[config.mk]
export PLATFORM = sky130hd
export DESIGN_NAME = dice_traffic_scheduler
export DESIGN_NICKNAME = d
export VERILOG_FILES = /design/src/rtl/dice_traffic_pkg.sv /design/src/rtl/phase_counter.sv /design/src/rtl/dice_traffic_scheduler.sv
export SDC_FILE = /design/constraint.sdc
export NUM_CORES = 1
export LEC_CHECK = 0
export ABC_CLOCK_PERIOD_IN_PS = 3000
export CAP_MARGIN = 10
export CORE_UTILIZATION = 37
export CTS_BUF_LIST = sky130_fd_sc_hd__clkbuf_16
export DETAILED_ROUTE_END_ITERATION = 16
export PLACE_DENSITY = 0.58
export SYNTH_ARGS = -nofsm -noshare
export SYNTH_HDL_FRONTEND = slang
export SYNTH_SLANG_ARGS = --single-unit
[constraint.sdc]
create_clock -name clk -period 3 [get_ports clk]
set_input_delay 0.3 -clock clk [delete_from_list [all_inputs] [get_ports clk]]
set_output_delay 0.3 -clock clk [all_outputs]
set_load 0.005 [all_outputs]
[src/rtl/dice_traffic_pkg.sv]
// Shared types and helpers for the dice/traffic display scheduler.
// State encoding, mux select values and roll-length clamp.
package dice_traffic_pkg;

  typedef enum logic [1:0] {
    TRAFFIC,
    ROLL,
    SETTLE,
    HOLD
  } state_e;

  localparam logic SEL_TRAFFIC = 1'b1;
  localparam logic SEL_DICE    = 1'b0;

  localparam int unsigned MAX_ROLL = 6;

  // A die has faces 1..6, so 0 and 7 fold to the nearest face
  function automatic logic [2:0] clamp_len(input logic [2:0] l);
    logic [2:0] r;
    unique case (l)
      3'd0:    r = 3'd1;
      3'd7:    r = 3'd6;
      default: r = l;
    endcase
    return r;
  endfunction

endpackage

[src/rtl/phase_counter.sv]
// Loadable down-counter with zero flag.
// Times both the ROLL and HOLD phases of the scheduler.
module phase_counter #(
  parameter int unsigned W = 4
) (
  input  logic         clk,
  input  logic         rst,
  input  logic         load_i,
  input  logic         dec_i,
  input  logic [W-1:0] load_val_i,
  output logic [W-1:0] count_o,
  output logic         zero_o
);

  logic [W-1:0] count_q;
  logic [W-1:0] count_d;

  // Load wins over decrement; decrement stops at zero
  always_comb begin
    count_d = count_q;
    if (load_i) begin
      count_d = load_val_i;
    end else if (dec_i && (count_q != '0)) begin
      count_d = count_q - 1'b1;
    end
  end

  // Counter register
  always_ff @(posedge clk or negedge rst) begin
    if (!rst) begin
      count_q <= '0;
    end else begin
      count_q <= count_d;
    end
  end

  assign count_o = count_q;
  assign zero_o  = (count_q == '0);

endmodule

[src/rtl/dice_traffic_scheduler.sv]
// Shares the 3-bit display between traffic sequencer and dice.
// Traffic owns the display; rolls need a minimum traffic time first.
module dice_traffic_scheduler
  import dice_traffic_pkg::*;
#(
  parameter int unsigned HOLD_CYCLES = 8,
  parameter int unsigned MIN_TRAFFIC = 4
) (
  input  logic       clk,
  input  logic       rst,
  input  logic       roll_req,
  input  logic [2:0] roll_len,
  output logic       sel,
  output logic       button,
  output logic       roll_ack,
  output logic       roll_done,
  output logic       overrun,
  output logic       busy
);

  localparam int unsigned PC_MAX =
    (HOLD_CYCLES > MAX_ROLL) ? HOLD_CYCLES : MAX_ROLL;
  localparam int unsigned PC_W = $clog2(PC_MAX + 1);
  localparam int unsigned TC_W = $clog2(MIN_TRAFFIC + 1);

  localparam logic [TC_W-1:0] TC_MAX  = TC_W'(MIN_TRAFFIC);
  localparam logic [PC_W-1:0] HOLD_LD = PC_W'(HOLD_CYCLES - 1);
  localparam logic [PC_W-1:0] PC_ONE  = PC_W'(1);

  state_e          state_q, state_d;
  logic [TC_W-1:0] tcnt_q, tcnt_d;
  logic [TC_W-1:0] tcnt_inc;
  logic            pend_q, pend_d;
  logic [2:0]      plen_q, plen_d;
  logic            sel_q, sel_d;
  logic            button_q, button_d;
  logic            ack_q, ack_d;
  logic            done_q, done_d;
  logic            ovr_q, ovr_d;
  logic            busy_q, busy_d;

  logic            pc_load;
  logic            pc_dec;
  logic [PC_W-1:0] pc_val;
  logic [PC_W-1:0] pc_count;
  logic            pc_zero;
  logic [2:0]      req_len;
  logic            tc_full;
  logic            accept;

  phase_counter #(
    .W(PC_W)
  ) u_phase (
    .clk       (clk),
    .rst       (rst),
    .load_i    (pc_load),
    .dec_i     (pc_dec),
    .load_val_i(pc_val),
    .count_o   (pc_count),
    .zero_o    (pc_zero)
  );

  // Traffic time is judged on the post-increment count
  always_comb begin
    tcnt_inc = (tcnt_q == TC_MAX) ? tcnt_q : tcnt_q + 1'b1;
    tc_full  = (tcnt_inc == TC_MAX);
    req_len  = clamp_len(roll_len);
    accept   = (state_q == TRAFFIC) && tc_full
               && (pend_q || roll_req);
  end

  // Phase sequencing, pending slot and registered outputs
  always_comb begin
    state_d = state_q;
    tcnt_d  = tcnt_q;
    pend_d  = pend_q;
    plen_d  = plen_q;
    pc_load = 1'b0;
    pc_dec  = 1'b0;
    pc_val  = '0;
    ack_d   = 1'b0;
    done_d  = 1'b0;
    ovr_d   = 1'b0;

    unique case (state_q)
      TRAFFIC: begin
        tcnt_d = tcnt_inc;
        if (accept) begin
          state_d = ROLL;
          ack_d   = 1'b1;
          pc_load = 1'b1;
          if (pend_q) begin
            pc_val = PC_W'(plen_q) - 1'b1;
          end else begin
            pc_val = PC_W'(req_len) - 1'b1;
          end
        end
      end
      ROLL: begin
        if (pc_zero) begin
          state_d = SETTLE;
        end else begin
          pc_dec = 1'b1;
        end
      end
      SETTLE: begin
        state_d = HOLD;
        pc_load = 1'b1;
        pc_val  = HOLD_LD;
        done_d  = (HOLD_CYCLES == 1);
      end
      HOLD: begin
        if (pc_zero) begin
          state_d = TRAFFIC;
          tcnt_d  = '0;
        end else begin
          pc_dec = 1'b1;
          done_d = (pc_count == PC_ONE);
        end
      end
      default: begin
        state_d = TRAFFIC;
        tcnt_d  = '0;
      end
    endcase

    // A served pending slot refills from a simultaneous request
    if (accept) begin
      if (pend_q) begin
        pend_d = roll_req;
        if (roll_req) begin
          plen_d = req_len;
        end
      end
    end else if (roll_req) begin
      if (!pend_q) begin
        pend_d = 1'b1;
        plen_d = req_len;
      end else begin
        ovr_d = 1'b1;
      end
    end

    sel_d    = (state_d == TRAFFIC) ? SEL_TRAFFIC : SEL_DICE;
    button_d = (state_d == ROLL);
    busy_d   = (state_d != TRAFFIC) || pend_d;
  end

  // State and output registers
  always_ff @(posedge clk or negedge rst) begin
    if (!rst) begin
      state_q  <= TRAFFIC;
      tcnt_q   <= '0;
      pend_q   <= 1'b0;
      plen_q   <= 3'd1;
      sel_q    <= SEL_TRAFFIC;
      button_q <= 1'b0;
      ack_q    <= 1'b0;
      done_q   <= 1'b0;
      ovr_q    <= 1'b0;
      busy_q   <= 1'b0;
    end else begin
      state_q  <= state_d;
      tcnt_q   <= tcnt_d;
      pend_q   <= pend_d;
      plen_q   <= plen_d;
      sel_q    <= sel_d;
      button_q <= button_d;
      ack_q    <= ack_d;
      done_q   <= done_d;
      ovr_q    <= ovr_d;
      busy_q   <= busy_d;
    end
  end

  assign sel       = sel_q;
  assign button    = button_q;
  assign roll_ack  = ack_q;
  assign roll_done = done_q;
  assign overrun   = ovr_q;
  assign busy      = busy_q;

endmodule

**Word-level counts from Yosys, hierarchy flattened**

Index checks and enable logic that the tools add are counted.

- Flip-flop bits (word level): 19
- Output and inout bits: 6

- $add $sub $neg: 4
- Equality and inequality tests: 12
- Mux-type cells: 32
- Reduce and logical (&&, ||, !) cells: 17

Operators with widths:

| kind | count |
|---|---|
| 3-bit 2-to-1 mux | 7 |
| 4-bit 2-to-1 mux | 4 |
| 1-bit 2-to-1 mux | 13 |
| 3-bit case mux with 2 select lines | 2 |
| 3-bit == test (second input constant) | 3 |
| 2-bit case mux with 4 select lines | 1 |
| 4-bit case mux with 2 select lines | 1 |
| 2-bit nonzero test | 4 |
| 3-bit by 1-bit subtractor with 4-bit output (second input constant) | 2 |
| 2-bit 2-to-1 mux | 3 |
| 2-bit != test (second input constant) | 3 |
| 2-bit by 1-bit == test with 1-bit output (second input constant) | 2 |
| 2-bit == test (second input constant) | 2 |
| 4-bit by 1-bit == test with 1-bit output (second input constant) | 1 |
| 2-bit logical NOT | 2 |
| 4-bit logical NOT | 1 |
| 4-bit AND reduction | 1 |
| 4-bit nonzero test | 1 |
| 4-bit by 1-bit subtractor with 4-bit output (second input constant) | 1 |
| 3-bit by 1-bit adder with 3-bit output (second input constant) | 1 |
| 1-bit logical AND | 3 |
| 3-bit logical NOT | 1 |
| 1-bit logical OR | 2 |
| 2-bit by 1-bit != test with 1-bit output (second input constant) | 1 |
| 3 further kinds | 3 |

**Logic depth before layout (Yosys ltp)**

- Depth after elaboration: 9
- Gate-level depth with buffers: 8
- Depth with buffers taken out: 8

**By module**

Synthesis repeated with hierarchy kept, for this count alone.

- Cell total of the unflattened synthesis: 118
- Area, all modules: 1,162.4 um^2

By module, submodules not included:

| module | instances | cells an instance | area an instance (um^2) | seq. area each (um^2) |
|---|---|---|---|---|
| dice_traffic_scheduler | 1 | 91 | 892.1 | 377.9 |
| phase_counter | 1 | 27 | 270.3 | 100.1 |

**Worst setup path after synthesis**

Ideal clock, no wire load.

- Path kind: reg-to-reg
- Start point: register tcnt_q[0]
- End point: register plen_q[1]
- Arrival time: 2.155 ns
- Path slack: 0.721 ns
- Stages on the path, launching flop included: 9
- Buffers on the path: 1
- Period minus slack after synthesis: 2.279 ns
- Path through: dfrtp_1 -> buf_2 -> inv_1 -> ha_1 -> or3b_1 -> a311oi_2 -> nand2_1 -> a21boi_2 -> mux2_2

- Longest elaborated chain between the ends: 7

RTL lines:

| element | RTL line | text |
|---|---|---|
| start: declaration | dice_traffic_scheduler.sv:31 | `logic [TC_W-1:0] tcnt_q, tcnt_d;` |
| start signal: assignment | dice_traffic_scheduler.sv:164 | `tcnt_q <= tcnt_d;` |
| 3-bit by 1-bit adder with 3-bit output / 3-bit == test (equally long branches) | dice_traffic_scheduler.sv:65 | `tcnt_inc = (tcnt_q == TC_MAX) ? tcnt_q : tcnt_q + 1'b1;` |
| 3-bit 2-to-1 mux * | dice_traffic_scheduler.sv:65 |  |
| 3-bit == test * | dice_traffic_scheduler.sv:66 | `tc_full = (tcnt_inc == TC_MAX);` |
| 1-bit logical AND * | dice_traffic_scheduler.sv:68 | `accept = (state_q == TRAFFIC) && tc_full` |
| 1-bit logical AND * | dice_traffic_scheduler.sv:69 | `&& (pend_q \|\| roll_req);` |
| 2-bit by 1-bit != test with 1-bit output (no source line) (tied with other cells) | n/a |  |
| 4-bit AND reduction (no source line) | n/a |  |
| end signal: assignment | dice_traffic_scheduler.sv:166 | `plen_q <= plen_d;` |
| end: declaration | dice_traffic_scheduler.sv:34 | `logic [2:0] plen_q, plen_d;` |

Mark *: on every way between the ends. The rest lies on a longest branch, timed or not.
A chain may end at the register's enable or synchronous reset.

**Worst setup path in the final report**

- Start point: register tcnt_q[0]
- End point: register plen_q[2]

Same word-level chain as after synthesis.

==> impl_metrics.env <==
export IMPL_num_rows=19
export IMPL_antenna_found_initial=0
export IMPL_vias=811
export IMPL_wl_um=2090
export IMPL_track_usage=0.156
export IMPL_clkTransAtPathRegs_ns=0.05
export IMPL_core_um2=2760
export IMPL_final_util=0.469
export IMPL_antenna_cells=0
export IMPL_synth_xor_area_share=0.0242
export IMPL_synth_seq_cells=19
export IMPL_avgSynthCellArea_um2=9.96
export IMPL_synth_top_family_by_area="simple AND/OR/NAND/NOR gates"
export IMPL_slew_limit_headroom=0.422
export IMPL_async_flop_share=1.00
export IMPL_grt_first_pass_wirelength_um=3620
export IMPL_fin_crit_sh=0.828
export IMPL_grt_max_degree=20
export IMPL_hpwlAfterDp_um=1490
export IMPL_hold_viol_final=0
export IMPL_dr_pass1_iters=4
export IMPL_critical_path_class="reg2reg"
export IMPL_wl_per_cell_um=14.0
export IMPL_synthCells=109
export IMPL_h_tree_depth=1
export IMPL_end_kind="flop"
export IMPL_worst_hold_path_type="reg2reg"
export IMPL_slew_viol_final=0
export IMPL_drt_iter0_markers=18
export IMPL_port_buffers=11
export IMPL_yosysUniqueCellTypes=42
export IMPL_cts_hold_buf=0
export IMPL_ir_drop_mv=0.811
export IMPL_worstPathArrival_ns=2.62
export IMPL_clock_skew_ns=0.000773
export IMPL_synth_compound_area_share=0.159
export IMPL_critical_path_top_delay_family="compound AO/OA/AOI/OAI gates"
export IMPL_synth_nets=120
export IMPL_yosysWarningCount=0
export IMPL_clock_path_buffers=2
export IMPL_clkSinkCount=19
export IMPL_max_slew_worst_pin_slew_ns=0.865
export IMPL_die_area_um2=3160
export IMPL_drive_gt1_frac=0.118
export IMPL_postRouteAntennaNets=0
export IMPL_cp_required_ns=3.14
export IMPL_power_density_nw_per_um2=982
export IMPL_mostFrequentLayoutCell="dfrtp_1"
export IMPL_crit_buf_inv=1
export IMPL_clock_latency_ns=0.25
export IMPL_synth_edf_count=0
export IMPL_gr_total_overflow=0
export IMPL_start_util=0.394
export IMPL_status="finished, final reports clean"
export IMPL_setup_viol=0
export IMPL_setup_tns_ns=0
export IMPL_worst_path_max_fanout=10
export IMPL_die_height_um=56.2
export IMPL_ys_seq_area_frac=0.440
export IMPL_drc_errors=0
export IMPL_period_minus_slack_ns=2.48
export IMPL_rsz0062_at_grt="false"
export IMPL_gp_congestion=0.749
export IMPL_area_delta_synth_final_pct=19.1
export IMPL_cts_setup_buffers=0
export IMPL_fin_nets=131
export IMPL_synth_flop_cell="dfrtp_1"
export IMPL_ios=12
export IMPL_fmax_ghz=0.403
export IMPL_synthSimpleGateAreaFrac=0.175
export IMPL_syn_cell_area_um2=1090
export IMPL_leakage_nw=0.584
export IMPL_cts_tree="done"
export IMPL_cap_violations=0
export IMPL_synthMuxAreaShare=0.0714
export IMPL_grt_pass1_vias=776
export IMPL_cp_start_kind="flop"
export IMPL_synthAdderAreaFrac=0.0760
export IMPL_cts_root_buf="clkbuf_16"
export IMPL_final_cell_mix="dfrtp_1, clkdlybuf4s50_1, inv_1"
export IMPL_path_cells="inv_1, ha_1, or3b_1, a311oi_2, nand2_1, a21boi_2, mux2_2"
export IMPL_vias_per_cell=5.41
export IMPL_crit_slowest_cell="dfrtp_1"
export IMPL_cp_slowest_stage_delay_ns=0.52
export IMPL_cts_resized=0
export IMPL_worst_hold_slack_ns=0.482
export IMPL_die_w_um=56.2
export IMPL_cts_inserted_buffers=3
worst reg2reg max path: stages (launching register included):
cell and delay, ns:
dfrtp_1 0.52, inv_1 0.09, ha_1 0.26, or3b_1 0.38, a311oi_2 0.34, nand2_1 0.17, a21boi_2 0.26, mux2_2 0.36
per-stage QoR:
step / power (mW) / cells / setup WS, ns / cell area [um2]
final: 1.27 / 150 / 0.517 / 1290
after detailed placement: 1.00 / 146 / 0.541 / 1210
after global routing: 1.38 / 150 / 0.292 / 1290
after floorplan: 0.857 / 109 / 0.721 / 1090
after global placement: 0.988 / 146 / 0.598 / 1210
after CTS: 1.29 / 150 / 0.516 / 1290
synthesized netlist by cell type, types with 2 or more instances:
cell type / instances / area (um2)
nor2b_1: 2 / 12.5
o211ai_1: 2 / 15.0
maj3_1: 2 / 20.0
a21oi_1: 4 / 20.0
nor2_1: 5 / 18.8
xnor2_1: 2 / 17.5
nand2_1: 9 / 33.8
dfrtp_1: 17 / 425
and3_1: 2 / 12.5
o22ai_1: 3 / 18.8
buf_2: 2 / 10.0
inv_1: 10 / 37.5
ha_1: 5 / 62.6
o21ai_0: 5 / 25.0
mux2_2: 2 / 22.5
mux2i_1: 4 / 40.0
dfstp_2: 2 / 52.6
nor3_1: 3 / 15.0
nand2b_1: 3 / 18.8
clkbuf_1: 3 / 11.3
metal layers:
layer  routed length [um]  GRT usage  vias up
met5                    0          0        -
met4                   37     0.0732        0
met3                   69     0.0512        4
met2                  938      0.240       10
met1                 1050      0.197      393
li1                     -          -      404
power breakdown:
group          switching [mW]  internal, mW  total (mW)
clock network          0.0967         0.179       0.276
registers               0.113         0.365       0.478
logic                   0.252         0.264       0.516
total                   0.462         0.808        1.27
final timing paths:
kind	cells past startpoint	from	to	slack, ns
worst min register to register	2	plen_q[0]	plen_q[0]	0.48
worst min-delay path	2	plen_q[0]	plen_q[0]	0.48
worst max-delay path	7	tcnt_q[0]	plen_q[2]	0.52
max in group asynchronous	1	rst	busy	1.93
min in group asynchronous	1	rst	roll_done	0.54
worst max register to register	7	tcnt_q[0]	plen_q[2]	0.52
logic make-up (layout without fill, tap and decap cells):
| group | Yosys count | after routing |
|---|---|---|
| xor+xnor | 3 | 3 |
| simple gates | 34 | 34 |
| buf+inv | 15 | 25 |
| flops | 19 | 19 |
| fa+ha+maj | 7 | 7 |
| mux | 7 | 7 |
| compound gates | 24 | 24 |
area by class of cell:
type | count | area [um2]
timing repair buffer | 11 | 110
clock buffer | 3 | 75.1
clock inverter | 1 | 5.00
multi-input combinational | 75 | 549
inverter | 10 | 37.5
sequential | 19 | 478
fill | 255 | 1460
tap | 31 | 38.8
registers in the layout, summed over array words and instances, names as in the netlist:
signal / cells
busy: 1
u_phase.count_o: 4
roll_ack: 1
sel: 1
plen_q: 3
tcnt_q: 3
overrun: 1
pend_q: 1
state_q: 2
button: 1
roll_done: 1
Power figures use the tool's default switching activity.
